<file path="config.mk">
export PLATFORM = sky130hd
export DESIGN_NAME = i2c_wb_fifo_if
export DESIGN_NICKNAME = d
export VERILOG_FILES = /design/src/rtl/i2c_pkg.sv /design/src/rtl/i2c_sync_fifo.sv /design/src/rtl/i2c_wb_fifo_if.sv
export SDC_FILE = /design/constraint.sdc
export NUM_CORES = 1
export LEC_CHECK = 0
export ABC_AREA = 1
export CAP_MARGIN = 10
export CORE_ASPECT_RATIO = 0.5
export CORE_MARGIN = 2
export CORE_UTILIZATION = 50
export CTS_BUF_LIST = sky130_fd_sc_hd__clkbuf_4
export DETAILED_ROUTE_END_ITERATION = 12
export HOLD_SLACK_MARGIN = 0.12
export PLACE_DENSITY = 0.7
export REMOVE_ABC_BUFFERS = 1
export SYNTH_ARGS = -nofsm -noshare
export SYNTH_HDL_FRONTEND = slang
export SYNTH_SLANG_ARGS = --single-unit
</file>
<file path="constraint.sdc">
create_clock -name wb_clk_i -period 5.1 [get_ports wb_clk_i]
set_input_delay 1.02 -clock wb_clk_i [delete_from_list [all_inputs] [get_ports wb_clk_i]]
set_output_delay 1.02 -clock wb_clk_i [all_outputs]
set_load 0.03 [all_outputs]
</file>
<file path="src/rtl/i2c_pkg.sv">
// Shared definitions for the I2C Wishbone front end.
// Holds the bus data width, the register address map, and the bit positions
// inside the CTRL and STATUS registers. It is used by i2c_sync_fifo and
// i2c_wb_fifo_if.
package i2c_pkg;

    localparam int DATA_W = 8;

    // Register map, decoded from the low three address bits.
    localparam logic [2:0] ADDR_CTRL      = 3'd0;
    localparam logic [2:0] ADDR_STATUS    = 3'd1;
    localparam logic [2:0] ADDR_DATA      = 3'd2;
    localparam logic [2:0] ADDR_TX_LEVEL  = 3'd3;
    localparam logic [2:0] ADDR_RX_LEVEL  = 3'd4;
    localparam logic [2:0] ADDR_RX_THRESH = 3'd5;
    localparam logic [2:0] ADDR_SLAVE_ADD = 3'd6;
    localparam logic [2:0] ADDR_PRESCALE  = 3'd7;

    // CTRL bit positions. TX_FLUSH and RX_FLUSH are write-1 strobes that
    // always read back as 0.
    localparam int CTRL_CORE_EN   = 0;
    localparam int CTRL_INTER_EN  = 1;
    localparam int CTRL_MODE      = 2;
    localparam int CTRL_MASTER_RW = 3;
    localparam int CTRL_ACK       = 4;
    localparam int CTRL_REP_START = 5;
    localparam int CTRL_TX_FLUSH  = 6;
    localparam int CTRL_RX_FLUSH  = 7;

    // STATUS bit positions. Bits 4..6 are sticky and write-1-to-clear.
    localparam int ST_TX_EMPTY = 0;
    localparam int ST_TX_FULL  = 1;
    localparam int ST_RX_EMPTY = 2;
    localparam int ST_RX_FULL  = 3;
    localparam int ST_RX_OVF   = 4;
    localparam int ST_TX_OVF   = 5;
    localparam int ST_ARB_LOST = 6;
    localparam int ST_IRQ      = 7;

endpackage

</file>
<file path="src/rtl/i2c_sync_fifo.sv">
// Synchronous byte FIFO used for the TX and RX paths.
// Ports:
//   clk, rst       clock and synchronous active-high reset
//   push, din      write request and data; dropped when full
//   pop            read request; ignored when empty
//   flush          empties the FIFO; overrides push and pop on the same edge
//   dout           head entry, combinational
//   level          number of stored entries (0..DEPTH)
//   full, empty    derived from the current (pre-edge) level
module i2c_sync_fifo
    import i2c_pkg::*;
#(
    parameter int DEPTH = 8,
    parameter int LW    = $clog2(DEPTH + 1)
) (
    input  logic              clk,
    input  logic              rst,
    input  logic              push,
    input  logic              pop,
    input  logic              flush,
    input  logic [DATA_W-1:0] din,
    output logic [DATA_W-1:0] dout,
    output logic [LW-1:0]     level,
    output logic              full,
    output logic              empty
);

    localparam int AW = $clog2(DEPTH);

    logic [DATA_W-1:0] mem [DEPTH];
    logic [AW-1:0]     wr_ptr;
    logic [AW-1:0]     rd_ptr;
    logic              do_push;
    logic              do_pop;

    assign full    = (level == LW'(DEPTH));
    assign empty   = (level == '0);
    assign do_push = push & ~full & ~flush;
    assign do_pop  = pop & ~empty & ~flush;
    assign dout    = mem[rd_ptr];

    // DEPTH is a power of two, so the pointers wrap by natural overflow.
    always_ff @(posedge clk) begin
        if (rst || flush) begin
            wr_ptr <= '0;
            rd_ptr <= '0;
            level  <= '0;
        end else begin
            if (do_push) wr_ptr <= wr_ptr + 1'b1;
            if (do_pop)  rd_ptr <= rd_ptr + 1'b1;
            case ({do_push, do_pop})
                2'b10:   level <= level + 1'b1;
                2'b01:   level <= level - 1'b1;
                default: level <= level;
            endcase
        end
    end

    // Storage is data only; its contents are meaningless while level is 0.
    always_ff @(posedge clk) begin
        if (do_push) mem[wr_ptr] <= din;
    end

endmodule

</file>
<file path="src/rtl/i2c_wb_fifo_if.sv">
// Wishbone front end for the byte-level I2C core with TX/RX FIFOs.
// Ports:
//   wb_*                8-bit Wishbone slave, one wait state per access
//   irq                 registered, maskable level interrupt
//   core_en, mode, master_rw, ack, rep_start
//                       CTRL register fields driven to the core
//   slave_add, prescale configuration registers
//   tx_byte/tx_valid/tx_ready
//                       TX FIFO head offered to the core (valid/ready)
//   rx_byte/rx_valid    RX bytes from the core, one-cycle valid pulses
//   arb_lost            arbitration-lost indication from the core
module i2c_wb_fifo_if
    import i2c_pkg::*;
#(
    parameter int         DEPTH        = 8,
    parameter int         LW           = $clog2(DEPTH + 1),
    parameter logic [7:0] RST_PRESCALE = 8'h00
) (
    input  logic       wb_clk_i,
    input  logic       wb_rst_i,
    input  logic [7:0] wb_add_i,
    input  logic [7:0] wb_data_i,
    output logic [7:0] wb_data_o,
    input  logic       wb_we_i,
    input  logic       wb_stb_i,
    input  logic       wb_cyc_i,
    output logic       wb_ack_o,
    output logic       irq,
    output logic       core_en,
    output logic       mode,
    output logic       master_rw,
    output logic       ack,
    output logic       rep_start,
    output logic [7:0] slave_add,
    output logic [7:0] prescale,
    output logic [7:0] tx_byte,
    output logic       tx_valid,
    input  logic       tx_ready,
    input  logic [7:0] rx_byte,
    input  logic       rx_valid,
    input  logic       arb_lost
);

    logic [5:0]    ctrl_q;
    logic [7:0]    rx_thresh_q;
    logic [7:0]    slave_add_q;
    logic [7:0]    prescale_q;
    logic          rx_ovf_q;
    logic          tx_ovf_q;
    logic          arb_q;
    logic          irq_q;

    logic          acc;
    logic          addr_ok;
    logic [2:0]    sel;
    logic          wr;
    logic          rd;
    logic          ctrl_wr;
    logic          status_wr;
    logic          data_wr;
    logic          data_rd;
    logic          en_drop;
    logic          tx_flush;
    logic          rx_flush;
    logic          tx_pop;

    logic [7:0]    rx_dout;
    logic [LW-1:0] tx_level;
    logic [LW-1:0] rx_level;
    logic          tx_full;
    logic          tx_empty;
    logic          rx_full;
    logic          rx_empty;

    logic [7:0]    status_vec;
    logic [7:0]    rd_mux;
    logic          irq_cause;

    // Access strobe: true only on the edge that raises the ack, so every
    // side effect fires exactly once per bus access.
    assign acc       = wb_stb_i & wb_cyc_i & ~wb_ack_o;
    assign addr_ok   = (wb_add_i[7:3] == 5'd0);
    assign sel       = wb_add_i[2:0];
    assign wr        = acc & wb_we_i & addr_ok;
    assign rd        = acc & ~wb_we_i & addr_ok;
    assign ctrl_wr   = wr & (sel == ADDR_CTRL);
    assign status_wr = wr & (sel == ADDR_STATUS);
    assign data_wr   = wr & (sel == ADDR_DATA);
    assign data_rd   = rd & (sel == ADDR_DATA);

    // Disabling the core discards anything queued in either direction.
    assign en_drop  = ctrl_wr & ctrl_q[CTRL_CORE_EN] & ~wb_data_i[CTRL_CORE_EN];
    assign tx_flush = (ctrl_wr & wb_data_i[CTRL_TX_FLUSH]) | en_drop;
    assign rx_flush = (ctrl_wr & wb_data_i[CTRL_RX_FLUSH]) | en_drop;

    assign tx_valid = ~tx_empty & ctrl_q[CTRL_CORE_EN];
    assign tx_pop   = tx_valid & tx_ready;

    i2c_sync_fifo #(.DEPTH(DEPTH), .LW(LW)) u_tx_fifo (
        .clk   (wb_clk_i),
        .rst   (wb_rst_i),
        .push  (data_wr),
        .pop   (tx_pop),
        .flush (tx_flush),
        .din   (wb_data_i),
        .dout  (tx_byte),
        .level (tx_level),
        .full  (tx_full),
        .empty (tx_empty)
    );

    i2c_sync_fifo #(.DEPTH(DEPTH), .LW(LW)) u_rx_fifo (
        .clk   (wb_clk_i),
        .rst   (wb_rst_i),
        .push  (rx_valid),
        .pop   (data_rd),
        .flush (rx_flush),
        .din   (rx_byte),
        .dout  (rx_dout),
        .level (rx_level),
        .full  (rx_full),
        .empty (rx_empty)
    );

    assign status_vec = {irq_q, arb_q, tx_ovf_q, rx_ovf_q,
                         rx_full, rx_empty, tx_full, tx_empty};

    always_comb begin
        rd_mux = '0;
        case (sel)
            ADDR_CTRL:      rd_mux = {2'b00, ctrl_q};
            ADDR_STATUS:    rd_mux = status_vec;
            ADDR_DATA:      rd_mux = rx_empty ? 8'h00 : rx_dout;
            ADDR_TX_LEVEL:  rd_mux = 8'(tx_level);
            ADDR_RX_LEVEL:  rd_mux = 8'(rx_level);
            ADDR_RX_THRESH: rd_mux = rx_thresh_q;
            ADDR_SLAVE_ADD: rd_mux = slave_add_q;
            ADDR_PRESCALE:  rd_mux = prescale_q;
            default:        rd_mux = '0;
        endcase
    end

    // A threshold of 0 disables the level-based interrupt source.
    assign irq_cause = rx_ovf_q | tx_ovf_q | arb_q |
                       ((rx_thresh_q != 8'h00) && (8'(rx_level) >= rx_thresh_q));

    always_ff @(posedge wb_clk_i) begin
        if (wb_rst_i) begin
            wb_ack_o    <= 1'b0;
            wb_data_o   <= '0;
            ctrl_q      <= '0;
            rx_thresh_q <= '0;
            slave_add_q <= '0;
            prescale_q  <= RST_PRESCALE;
            rx_ovf_q    <= 1'b0;
            tx_ovf_q    <= 1'b0;
            arb_q       <= 1'b0;
            irq_q       <= 1'b0;
        end else begin
            wb_ack_o <= acc;
            if (acc && !wb_we_i) wb_data_o <= addr_ok ? rd_mux : 8'h00;

            if (ctrl_wr) ctrl_q <= wb_data_i[5:0];
            if (wr && sel == ADDR_RX_THRESH) rx_thresh_q <= wb_data_i;
            if (wr && sel == ADDR_SLAVE_ADD) slave_add_q <= wb_data_i;
            if (wr && sel == ADDR_PRESCALE)  prescale_q  <= wb_data_i;

            // Sticky flags: a new event on the same edge beats the W1C.
            rx_ovf_q <= (rx_ovf_q & ~(status_wr & wb_data_i[ST_RX_OVF]))
                        | (rx_valid & rx_full);
            tx_ovf_q <= (tx_ovf_q & ~(status_wr & wb_data_i[ST_TX_OVF]))
                        | (data_wr & tx_full);
            arb_q    <= (arb_q & ~(status_wr & wb_data_i[ST_ARB_LOST]))
                        | arb_lost;

            irq_q <= ctrl_q[CTRL_INTER_EN] & irq_cause;
        end
    end

    assign irq       = irq_q;
    assign core_en   = ctrl_q[CTRL_CORE_EN];
    assign mode      = ctrl_q[CTRL_MODE];
    assign master_rw = ctrl_q[CTRL_MASTER_RW];
    assign ack       = ctrl_q[CTRL_ACK];
    assign rep_start = ctrl_q[CTRL_REP_START];
    assign slave_add = slave_add_q;
    assign prescale  = prescale_q;

endmodule

</file>
==> out/qor.csv <==
stage;metric;value;unit
synth;post-synthesis average cell area;9.55;µm²
sta;Least-Margin Pin Slew;961;ps
pwr;Switching Share;25.7;%
pwr;pwr dens;270;nW/µm²
synth;post-synthesis sequential area ratio;60.0;%
floorplanning;height of the die;97.3;µm
grt;total congestion overflow;0;
critical_path;Arr. time, crit path;3030;ps
min_path;Worst Hold Class;flop to flop;
pwr;Gate power share;5.0;%
routing;DRC viols;0;
critical_path;Startpoint Class;flop;
routing;First-pass DRT Iterations;5;
sta;final-report hold violation count;0;
grt;GRT Overall Usage;22.3;%
sta;endpoints failing setup;0;
place;IO buf count;71;
min_path;Hold Crit Start;wb_data_o[2]$_SDFFE_PP0P_;
synth;cell accounting for the most synthesized area;edfxtp_1;
finish;fin cells;1222;
synth;Yosys top cell area share;44.1;%
clocking;CTS tree;done;
sta;fin crit share;79.5;%
finish;Layout area overhead;12.9;%
critical_path;Worst Path Required;4080;ps
flow_run;Max Cap Viol;0;
synth;Async S/R FF share, synth;0;%
floorplanning;Core ar.;17200;µm²
synth;ys flop type;edfxtp_1;
sta;Slew Limit Fails;0;
grt;global-route wire length before repair;31800;µm
sta;final worst path period need;4050;ps
floorplanning;die width;191;µm
critical_path;R2R Path Start;u_rx_fifo.level[1]$_SDFFE_PP0P_;
finish;share of layout cells above drive strength 1;8.51;%
clocking;Reg clk slew, reported paths;170;ps
finish;filler cell count;1516;
clocking;root buf cell;clkbuf_4;
routing;DR WL/cell;16.2;µm
pwr;Int Pwr;1.97;mW
floorplanning;I/O pin count;72;
min_path;Worst Hold Depth;2;
synth;post-synthesis cell area;8710;µm²
pwr;Flop pwr share;64.8;%
synth;number of flops mapped to enable cells by yosys;128;
synth;largest cells by area after synthesis;edfxtp_1, dfxtp_1, nand2_1;
place;Final HPWL DP;13500;µm
routing;vias per cell;5.20;
floorplanning;Starting Density;50.5;%
outcome;outcome;complete, no violations;
critical_path;critical path class;flop to output port;
synth;Distinct cells, synth;38;
place;Final GP Congestion;0.821;
grt;initial antenna violation count;1;
critical_path;flop2flop setup slack;2520;ps
critical_path;R2R depth;12;
sta;setup TNS;0;ps
critical_path;crit path max fanout;17;
clocking;hold buffer count at CTS;0;
sta;unrepaired setup endpoints after global routing;no;
sta;fmax;247;MHz
routing;post-route ant nets;0;
sta;slew margin rel.;35.9;%
clocking;Setup Fix Bufs, Post-CTS;0;
floorplanning;# rows;34;
routing;Starting DRT DRC Count;536;
place;placed cell count;1189;
pwr;Leak Pwr;3.59;nW
clocking;H-tree Lvls;4;
clocking;CTS Buf Count;17;
synth;cells after synthesis;912;
floorplanning;die area;18500;µm²
pwr;Clk pwr share;30.2;%
synth;yosys warns;0;
clocking;later-pin clock latency in the skew report;600;ps
critical_path;CP endpoint kind;output port;
routing;via count;6354;
pwr;sw power;0.684;mW
synth;synthesized flop and latch total;197;
clocking;clk buf depth;2;
min_path;Hold Path End;wb_data_o[2]$_SDFFE_PP0P_;
pwr;Peak supply drop;0.176;mV
grt;vias in the first global route;6079;
routing;Detailed Route WL;19700;µm
critical_path;R2R Path End;u_rx_fifo.level[2]$_SDFFE_PP0P_;
sta;Final Skew;21.4;ps
grt;largest net degree at the start of global routing;44;
finish;Total Nets Final;1020;
clocking;post-CTS resize count;0;
clocking;Clock Sinks;197;
[power groups by stage]
stage | sequential [mW] | combinational [mW] | clock [mW]
floorplan | 1.75 | 0.0568 | 0
global placement | 1.76 | 0.130 | 0
detailed placement | 1.76 | 0.133 | 0
CTS | 1.72 | 0.133 | 0.814
global route | 1.72 | 0.148 | 0.881
finish | 1.72 | 0.133 | 0.802
[logic make-up (layout without fill, tap and decap cells)]
| group | count (synthesis) | in the layout | synth area share [%] |
|---|---|---|---|
| buf+inv | 107 | 182 | 5.45 |
| xor+xnor | 10 | 10 | 1.01 |
| simple gates | 447 | 447 | 22.0 |
| fa+ha+maj | 14 | 14 | 2.01 |
| other cells | 0 | 1 | 0 |
| compound gates | 137 | 137 | 9.50 |
| flops | 197 | 197 | 60.0 |
[worst max-delay path by stage]
| stage | startpoint | end | slack, ps | cells past startpoint |
|---|---|---|---|---|
| CTS | flop | tx_byte[6] | 1020 | 6 |
| floorplan | wb_add_i[3] | u_tx_fifo.mem[3][0]$_DFFE_PP_ | 2010 | 9 |
| detailed placement | wb_data_i[0] | u_tx_fifo.level[2]$_SDFFE_PP0P_ | 1220 | 12 |
| finish | flop | tx_byte[6] | 1050 | 6 |
| global route | flop | tx_byte[6] | 810 | 6 |
| global placement | wb_add_i[2] | u_rx_fifo.level[2]$_SDFFE_PP0P_ | 1310 | 13 |
[per-layer routing]
metal / vias up / share of wire (%) / track usage, %
li1: 3203 / - / -
met1: 2956 / 47 / 30.5
met2: 166 / 47 / 36.0
met3: 29 / 4.6 / 4.12
met4: 0 / 2.0 / 7.69
met5: - / 0 / 0
[area by class of cell]
type / instances / area [µm²] / share of cell area [%]
flip-flops and latches: 197 / 5230 / 53.1
clock inverters: 15 / 141 / 1.44
diodes: 1 / 2.50 / 0.0255
inverters: 71 / 269 / 2.74
clock buffers: 17 / 128 / 1.30
well taps: 234 / 293 / 2.98
multi-input cells: 608 / 3010 / 30.6
repair buffers: 79 / 766 / 7.79
[cell usage in the layout, fill, tap and decap left out, types with 3 or more instances in the layout]
cell type        count
nor2_2               3
o21ai_1              4
nand3_2              5
nor2_1             147
ha_1                14
a211oi_2             9
buf_4                8
a211oi_1            11
nand2_1            200
clkbuf_4            17
clkdlybuf4s50_1     70
inv_2                6
nand2_2              6
nor3_2               3
o21ai_0             48
nand3_1             60
inv_8                5
nand4_1             11
clkinv_4             3
inv_1               63
a31oi_1              9
dfxtp_1             69
a21oi_1             43
xor2_1               6
xnor2_1              4
nor3_1               4
o22ai_1             10
edfxtp_1           128
[Yosys cell counts, drive strengths merged (4+ instances only)]
library cell	instances
xnor2	4
ha	14
o22ai	10
a21oi	44
nand4	11
nand3	67
clkbuf	18
dfxtp	69
xor2	6
o21ai	52
nand2	207
nor3	7
buf	18
nor2	152
inv	70
edfxtp	128
a31oi	9
a211oi	20
[sequential cells by signal (all words and copies together) (netlist names), 4 cells and up, named ones only]
name,flops
u_rx_fifo.mem,64
u_tx_fifo.mem,64
prescale,8
rx_thresh_q,8
slave_add,8
wb_data_o,8
ctrl_q,6
u_rx_fifo.level,4
u_tx_fifo.level,4
[stage by stage]
| step | power, mW | utilization, % | instance area (µm²) | hold slack (ps) | setup slack (ps) |
|---|---|---|---|---|---|
| after floorplan | 1.81 | - | 8500 | 419 | 2010 |
| after global placement | 1.89 | 55.5 | 9560 | 455 | 1310 |
| after detailed placement | 1.89 | 55.5 | 9560 | 463 | 1220 |
| after CTS | 2.67 | 57.1 | 9830 | 485 | 1020 |
| after global routing | 2.75 | 57.1 | 9830 | 504 | 808 |
| final | 2.66 | 57.1 | 9830 | 483 | 1050 |
[critical path: stages (launching register included)]
cell and delay (ps):
dfxtp_1 520, inv_1 500, o21ai_0 200, o22ai_1 210, nor2_1 60, a31oi_1 210, clkdlybuf4s50_1 700
Power figures use the tool's default switching activity.
